$ cat src/rtl/dbus_dual_sequencer.sv
// rtl/dbus_dual_sequencer.sv - serialises two memory-stage slots onto one data-bus port
// Slot 1 (older) is always issued before slot 0; one access outstanding at a time.
module dbus_dual_sequencer #(
  parameter int ADDR_W = 32,
  parameter int DATA_W = 32
) (
  input  logic                    clk,
  input  logic                    reset,
  input  logic [1:0]              req_valid,
  input  logic [2*ADDR_W-1:0]     req_addr,
  input  logic [5:0]              req_size,
  input  logic [2*(DATA_W/8)-1:0] req_strobe,
  input  logic [2*DATA_W-1:0]     req_data,
  input  logic                    kill0,
  input  logic                    advance,
  input  logic                    flush,
  output logic                    dbus_valid,
  output logic [ADDR_W-1:0]       dbus_addr,
  output logic [2:0]              dbus_size,
  output logic [DATA_W/8-1:0]     dbus_strobe,
  output logic [DATA_W-1:0]       dbus_data,
  input  logic                    dbus_addr_ok,
  input  logic                    dbus_data_ok,
  input  logic [DATA_W-1:0]       dbus_rdata,
  output logic [2*DATA_W-1:0]     resp_data,
  output logic                    stall
);

  localparam int SW = DATA_W / 8;

  typedef enum logic [2:0] {IDLE, REQ1, WAIT1, REQ0, WAIT0, DONE, DRAIN} state_t;

  state_t            state;
  logic              need0_r;
  logic              need1;
  logic              need0;
  logic              sel1;
  logic [ADDR_W-1:0] nxt_addr;
  logic [2:0]        nxt_size;
  logic [SW-1:0]     nxt_strobe;
  logic [DATA_W-1:0] nxt_data;

  assign need1 = req_valid[1];
  assign need0 = req_valid[0] & ~kill0;

  // Slot 1 is only ever loaded from IDLE; every other load is slot 0.
  assign sel1 = (state == IDLE) && need1;

  always_comb begin
    nxt_addr   = sel1 ? req_addr[ADDR_W +: ADDR_W] : req_addr[0 +: ADDR_W];
    nxt_size   = sel1 ? req_size[3 +: 3]           : req_size[0 +: 3];
    nxt_strobe = sel1 ? req_strobe[SW +: SW]       : req_strobe[0 +: SW];
    nxt_data   = sel1 ? req_data[DATA_W +: DATA_W] : req_data[0 +: DATA_W];
  end

  // Stall is decoded from the state so the pipeline is held in the very cycle a need appears.
  always_comb begin
    stall = 1'b0;
    case (state)
      IDLE:                    stall = need1 | need0;
      REQ1, WAIT1, REQ0, WAIT0: stall = 1'b1;
      DRAIN:                   stall = |req_valid;
      default:                 stall = 1'b0;
    endcase
  end

  always_ff @(posedge clk or posedge reset) begin
    if (reset) begin
      state       <= IDLE;
      need0_r     <= 1'b0;
      dbus_valid  <= 1'b0;
      dbus_addr   <= '0;
      dbus_size   <= '0;
      dbus_strobe <= '0;
      dbus_data   <= '0;
      resp_data   <= '0;
    end else begin
      case (state)
        IDLE: begin
          if (!flush && (need1 || need0)) begin
            dbus_valid  <= 1'b1;
            dbus_addr   <= nxt_addr;
            dbus_size   <= nxt_size;
            dbus_strobe <= nxt_strobe;
            dbus_data   <= nxt_data;
            need0_r     <= need0;
            state       <= need1 ? REQ1 : REQ0;
          end
        end
        REQ1, WAIT1: begin
          if (flush) begin
            dbus_valid <= 1'b0;
            if (state == REQ1 && !dbus_addr_ok) state <= IDLE;
            else                                state <= dbus_data_ok ? IDLE : DRAIN;
          end else if (state == REQ1 && dbus_addr_ok && !dbus_data_ok) begin
            dbus_valid <= 1'b0;
            state      <= WAIT1;
          end else if ((state == WAIT1 || dbus_addr_ok) && dbus_data_ok) begin
            resp_data[DATA_W +: DATA_W] <= dbus_rdata;
            if (need0_r) begin
              dbus_valid  <= 1'b1;
              dbus_addr   <= nxt_addr;
              dbus_size   <= nxt_size;
              dbus_strobe <= nxt_strobe;
              dbus_data   <= nxt_data;
              state       <= REQ0;
            end else begin
              dbus_valid <= 1'b0;
              state      <= DONE;
            end
          end
        end
        REQ0, WAIT0: begin
          if (flush) begin
            dbus_valid <= 1'b0;
            if (state == REQ0 && !dbus_addr_ok) state <= IDLE;
            else                                state <= dbus_data_ok ? IDLE : DRAIN;
          end else if (state == REQ0 && kill0 && !dbus_addr_ok) begin
            dbus_valid <= 1'b0;
            state      <= DONE;
          end else if (state == REQ0 && dbus_addr_ok && !dbus_data_ok) begin
            dbus_valid <= 1'b0;
            state      <= WAIT0;
          end else if ((state == WAIT0 || dbus_addr_ok) && dbus_data_ok) begin
            resp_data[0 +: DATA_W] <= dbus_rdata;
            dbus_valid             <= 1'b0;
            state                  <= DONE;
          end
        end
        DONE: begin
          if (advance || flush) state <= IDLE;
        end
        DRAIN: begin
          if (dbus_data_ok) state <= IDLE;
        end
        default: state <= IDLE;
      endcase
    end
  end

endmodule
$ cat config.mk
export PLATFORM = sky130hd
export DESIGN_NAME = dbus_dual_sequencer
export DESIGN_NICKNAME = d
export VERILOG_FILES = /design/src/rtl/dbus_dual_sequencer.sv
export SDC_FILE = /design/constraint.sdc
export NUM_CORES = 1
export LEC_CHECK = 0
export ABC_AREA = 1
export CAP_MARGIN = 10
export CORE_ASPECT_RATIO = 1.4
export CORE_MARGIN = 10
export CORE_UTILIZATION = 45
export CTS_CLUSTER_DIAMETER = 40
export DETAILED_ROUTE_END_ITERATION = 8
export GPL_ROUTABILITY_DRIVEN = 0
export PLACE_DENSITY = 0.87
export SETUP_SLACK_MARGIN = 0.15
export SLEW_MARGIN = 10
export SYNTH_ARGS = -nofsm -noshare
export SYNTH_HDL_FRONTEND = slang
export SYNTH_SLANG_ARGS = --single-unit
$ cat constraint.sdc
create_clock -name clk -period 8 [get_ports clk]
set_input_delay 0.8 -clock clk [delete_from_list [all_inputs] [get_ports clk]]
set_output_delay 0.8 -clock clk [all_outputs]
set_load 0.1 [all_outputs]
==> results.cfg, run 1 <==
[sta]
hold_viol = 0
tightest_slew_ns = 1.08
holdWs_ns = 0.476
skew_ns = 0.0139
maxSlewViolCount = 0
min_period_ns = 3.93
fin_crit_sh_pct = 49.2
rsz0062_at_grt = false
finalSetupTns_ns = 0
slew_headroom_pct = 27.6
fmax_mhz = 254
setup_viol = 0

[synthesis]
synth.distinct_cells = 23
synth.net_count = 1064
yosysSeqAreaShare_pct = 51.6
synth_cells = 881
avgSynthCellArea_sq_um = 7.70
ys_seq_elements = 140
yosys_warnings = 0
synthesis.area_sq_um = 6790

[critical_path]
required_ns = 7.20
critPathLaunchType = input port
regToRegStartpoint = state[1]
setup.worst_path.start = req_valid[1]
worstSetupPathType = in2out
path_max_fanout = 75
worstPathArrival_ns = 3.13
end_kind = output pin

[detailed_routing]
vias = 6761
postRouteAntennaNets = 0
drt-total-wl_um = 22900
wl_per_cell_um = 16.6
vias_per_cell = 4.90
drcViolationCount = 0
dr.pass1.iters = 5
dr.first_iter.drc_count = 498

[cts]
cts_resized = 0
cts_sinks = 140
worstSkewPairLatency_ns = 0.42
clock_path_buffers = 2
cts_max_level = 4
cts_tree = yes
root_buffer = clkbuf_16
postCtsSetupBuffers = 0
clk_pin_slew_ns = 0.06
hold_buffers = 0
numCtsBuffers = 17

[global_routing]
grt_pass1_wl_um = 35900
track_usage_pct = 22.3
grt_max_degree = 82
antenna_found_initial = 0
gr-total-overflow = 0
grt_pass1_vias = 7026

[finish]
syn2layout_area_growth_pct = 54.8
n_fill_cell = 1236
final_cells = 1380
final-seq-area_sq_um = 3500
layout_common_cells = 423 x nand2_1, 318 x clkdlybuf4s50_1, 140 x dfrtp_1
nets = 1358
layout-drive-gt1-share_pct = 7.15
multi_input_area_sq_um = 2790
mostFrequentLayoutCell = nand2_1
antennaDiodeCount = 0

[status]
outcome = finished, final reports clean

[floorplanning]
coreArea_sq_um = 14900
die_h_um = 165
dieArea_sq_um = 20500
chipWidth_um = 124
pin_count = 320
floorplan.initialDensity_pct = 45.5
rows = 53

[place]
io_buffers = 319
dpl.hpwl_um = 17300
dp.cells = 1348

[flow_run]
cap_viol_max_count = 0

[hold_path]
hold_class = reg2reg
min_from = dbus_addr[18]
## metrics by stage
stage / util [%] / setup slack, ns / cell area (sq um)
floorplan: - / 3.45 / 6790
global placement: 66.7 / 4.09 / 9950
detailed placement: 66.7 / 4.06 / 9950
CTS: 70.4 / 4.04 / 10500
global route: 70.4 / 3.90 / 10500
finish: 70.4 / 4.07 / 10500
## critical path, stage by stage
cell and delay (ns):
buf_2 0.07, buf_4 0.59, inv_1 0.13, a21oi_1 0.25, nor2_1 0.06, nand3b_1 0.09
clkdlybuf4s50_1 1.13
## per-layer routing
layer	wire [um]	GRT usage, %
met5	0	0
met4	578	7.91
met3	2560	9.46
met2	11200	37.1
met1	8540	24.8
## synth_stat cells (all sizes together)
library cell / n / area, sq um
nand2: 430 / 1630
nor2: 54 / 224
a21oi: 36 / 289
o21ai: 34 / 170
buf: 32 / 241
nand3: 86 / 435
clkbuf: 16 / 61.3
a31oi: 1 / 6.26
inv: 50 / 193
nand4: 1 / 21.3
nand3b: 1 / 7.51
dfrtp: 140 / 3500
## registers in the layout, summed over array words and instances (netlist names)
signal,count
resp_data,64
dbus_addr,32
dbus_data,32
dbus_strobe,4
dbus_size,3
state,3
dbus_valid,1
need0_r,1
## cells by family (layout without fill, tap and decap cells)
| logic type | Yosys count | in the layout | share of synthesized area [%] |
|---|---|---|---|
| compound gates | 71 | 71 | 6.86 |
| flops | 140 | 140 | 51.6 |
| buf+inv | 98 | 405 | 7.30 |
| simple gates | 572 | 572 | 34.2 |
## area by class of cell
| class | instances | share of cell area (%) |
|---|---|---|
| repair buffers | 323 | 30.6 |
| clock buffers | 17 | 4.05 |
| multi-input cells | 643 | 26.6 |
| inverters | 50 | 1.88 |
| flip-flops and latches | 140 | 33.4 |
| well taps | 192 | 2.29 |
| clock inverters | 15 | 1.22 |
## path summary, 6_finish.rpt
check                                 to  slack, ns  depth (start not counted)
setup / recovery                   stall       4.07                          7
hold / removal             dbus_addr[18]       0.48                          2
setup reg to reg            dbus_size[1]       5.28                         10
hold reg to reg            dbus_addr[18]       0.48                          2
max in group asynchronous  dbus_data[30]       5.87                          3
min in group asynchronous  resp_data[49]       0.89                          2
Power of run 1 is not shown: default switching activity piles up to over one toggle a cycle in this logic, so the estimate is an artifact.
==> run 2, diff against run 1 <==
- CORE_UTILIZATION: 45 -> 38
- PLACE_DENSITY: 0.87 -> 0.78
- clock period: 8 -> 3.3 ns (I/O delays scaled with it)
==> results.cfg, run 2 (synthesis gave the netlist of run 1 again) <==
[critical_path]
regToRegStartpoint = state[2]
critPathLaunchType = register
reg2reg_depth = 7
worstSetupPathType = reg2out
crit_path_max_incr_delay_ns = 1.17
crit_slowest_cell = clkdlybuf4s50_1
rrSetupSlack_ns = 1.05
path_max_fanout = 2
required_ns = 2.97
worstPathArrival_ns = 2.00
path_cells = clkdlybuf4s50_1
path_buf_inv = 1
path_delay_family = buffers and inverters
rr_endpoint = resp_data[59]
end_kind = output pin

[cts]
hold_buffers = 0
cts_sinks = 140
cts_max_level = 4
clk_pin_slew_ns = 0.06
numCtsBuffers = 17
worstSkewPairLatency_ns = 0.41
postCtsSetupBuffers = 0
cts_resized = 0
clock_path_buffers = 2
root_buffer = clkbuf_16
cts_tree = yes

[global_routing]
grt_pass1_wl_um = 36200
grt_max_degree = 141
antenna_found_initial = 2
gr-total-overflow = 0
grt_pass1_vias = 6743
track_usage_pct = 19.0

[hold_path]
worst_hold_path.num_cells = 5
min_from = req_valid[1]
hold_class = in2reg
holdPathEnd = dbus_data[10]

[finish]
multi_input_area_sq_um = 2790
layout_common_cells = 423 x nand2_1, 311 x clkdlybuf4s50_1, 140 x dfrtp_1
n_fill_cell = 1538
antennaDiodeCount = 0
nets = 1360
syn2layout_area_growth_pct = 56.5
largestRegisters = resp_data x64, dbus_addr x32, dbus_data x32
regMostFlops = resp_data
largest_register_ffs = 64
final-seq-area_sq_um = 3500
mostFrequentLayoutCell = nand2_1
layout-drive-gt1-share_pct = 7.82

[sta]
finalSetupTns_ns = 0
maxSlewViolCount = 0
fmax_mhz = 429
fin_crit_sh_pct = 70.6
rsz0062_at_grt = false
setup_viol = 0
min_period_ns = 2.33
hold_viol = 0
tightest_slew_ns = 1.08
slew_headroom_pct = 27.8
skew_ns = 0.0176

[detailed_routing]
wl_per_cell_um = 16.2
vias_per_cell = 4.67
dr.first_iter.drc_count = 306
dr.pass1.iters = 4
drt-total-wl_um = 23000
vias = 6663
postRouteAntennaNets = 0
drcViolationCount = 0

[status]
outcome = finished, final reports clean

[place]
dpl.hpwl_um = 17100
io_buffers = 319

[floorplanning]
floorplan.initialDensity_pct = 38.8
pin_count = 320
die_h_um = 178
chipWidth_um = 133
dieArea_sq_um = 23700
rows = 57
coreArea_sq_um = 17500

[flow_run]
cap_viol_max_count = 0
[run 2: changes by cell type in the layout (fill, tap and decap cells not counted), sizes merged]
cell / change
buf: +9
clkdlybuf4s50: -7
inv: -3
bufinv: +2
clkbuf: +2
clkinvlp: -2
clkinv: +1
[run 2: worst min-delay path: stages]
cell and delay (ns):
buf_2 0.17, nand3_1 0.10, nand2_1 0.05, nand2_1 0.06, nand2_1 0.05
[run 2: stage by stage]
stage	instances	setup WS, ns	area, sq um	util, %	hold slack, ns
3_5_place_dp	1394	0.664	10000	57.4	0.464
6_report	1426	0.970	10600	60.8	0.398
3_3_place_gp	1394	0.763	10000	57.4	0.460
5_1_grt	1426	0.773	10600	60.8	0.423
4_1_cts	1426	0.951	10600	60.8	0.391
2_1_floorplan	881	1.22	6790	-	0.473
[run 2: cell type report]
type / count / share of cell area (%)
Sequential cell: 140 / 33.0
Timing Repair Buffer: 325 / 30.5
Multi-Input combinational cell: 643 / 26.3
Clock buffer: 19 / 4.17
Tap cell: 236 / 2.78
Inverter: 50 / 1.85
Clock inverter: 13 / 1.45
[run 2: how the worst max path moves through the flow]
stage	from	end	cells past startpoint
floorplan	reset	dbus_addr[0]	1
global placement	flush	dbus_addr[25]	8
detailed placement	dbus_data_ok	resp_data[59]	7
CTS	dbus_data[15]	dbus_data[15]	1
global route	state[0]	dbus_strobe[0]	9
finish	dbus_data[15]	dbus_data[15]	1
[run 2: routing by layer]
metal	vias up	wire (um)	global-route usage (%)
met4	4	461	6.43
met2	289	10900	31.7
met1	3010	9120	21.6
met5	-	27	0
met3	31	2510	7.83
li1	3329	-	-
Power of run 2 is left out for the same reason.
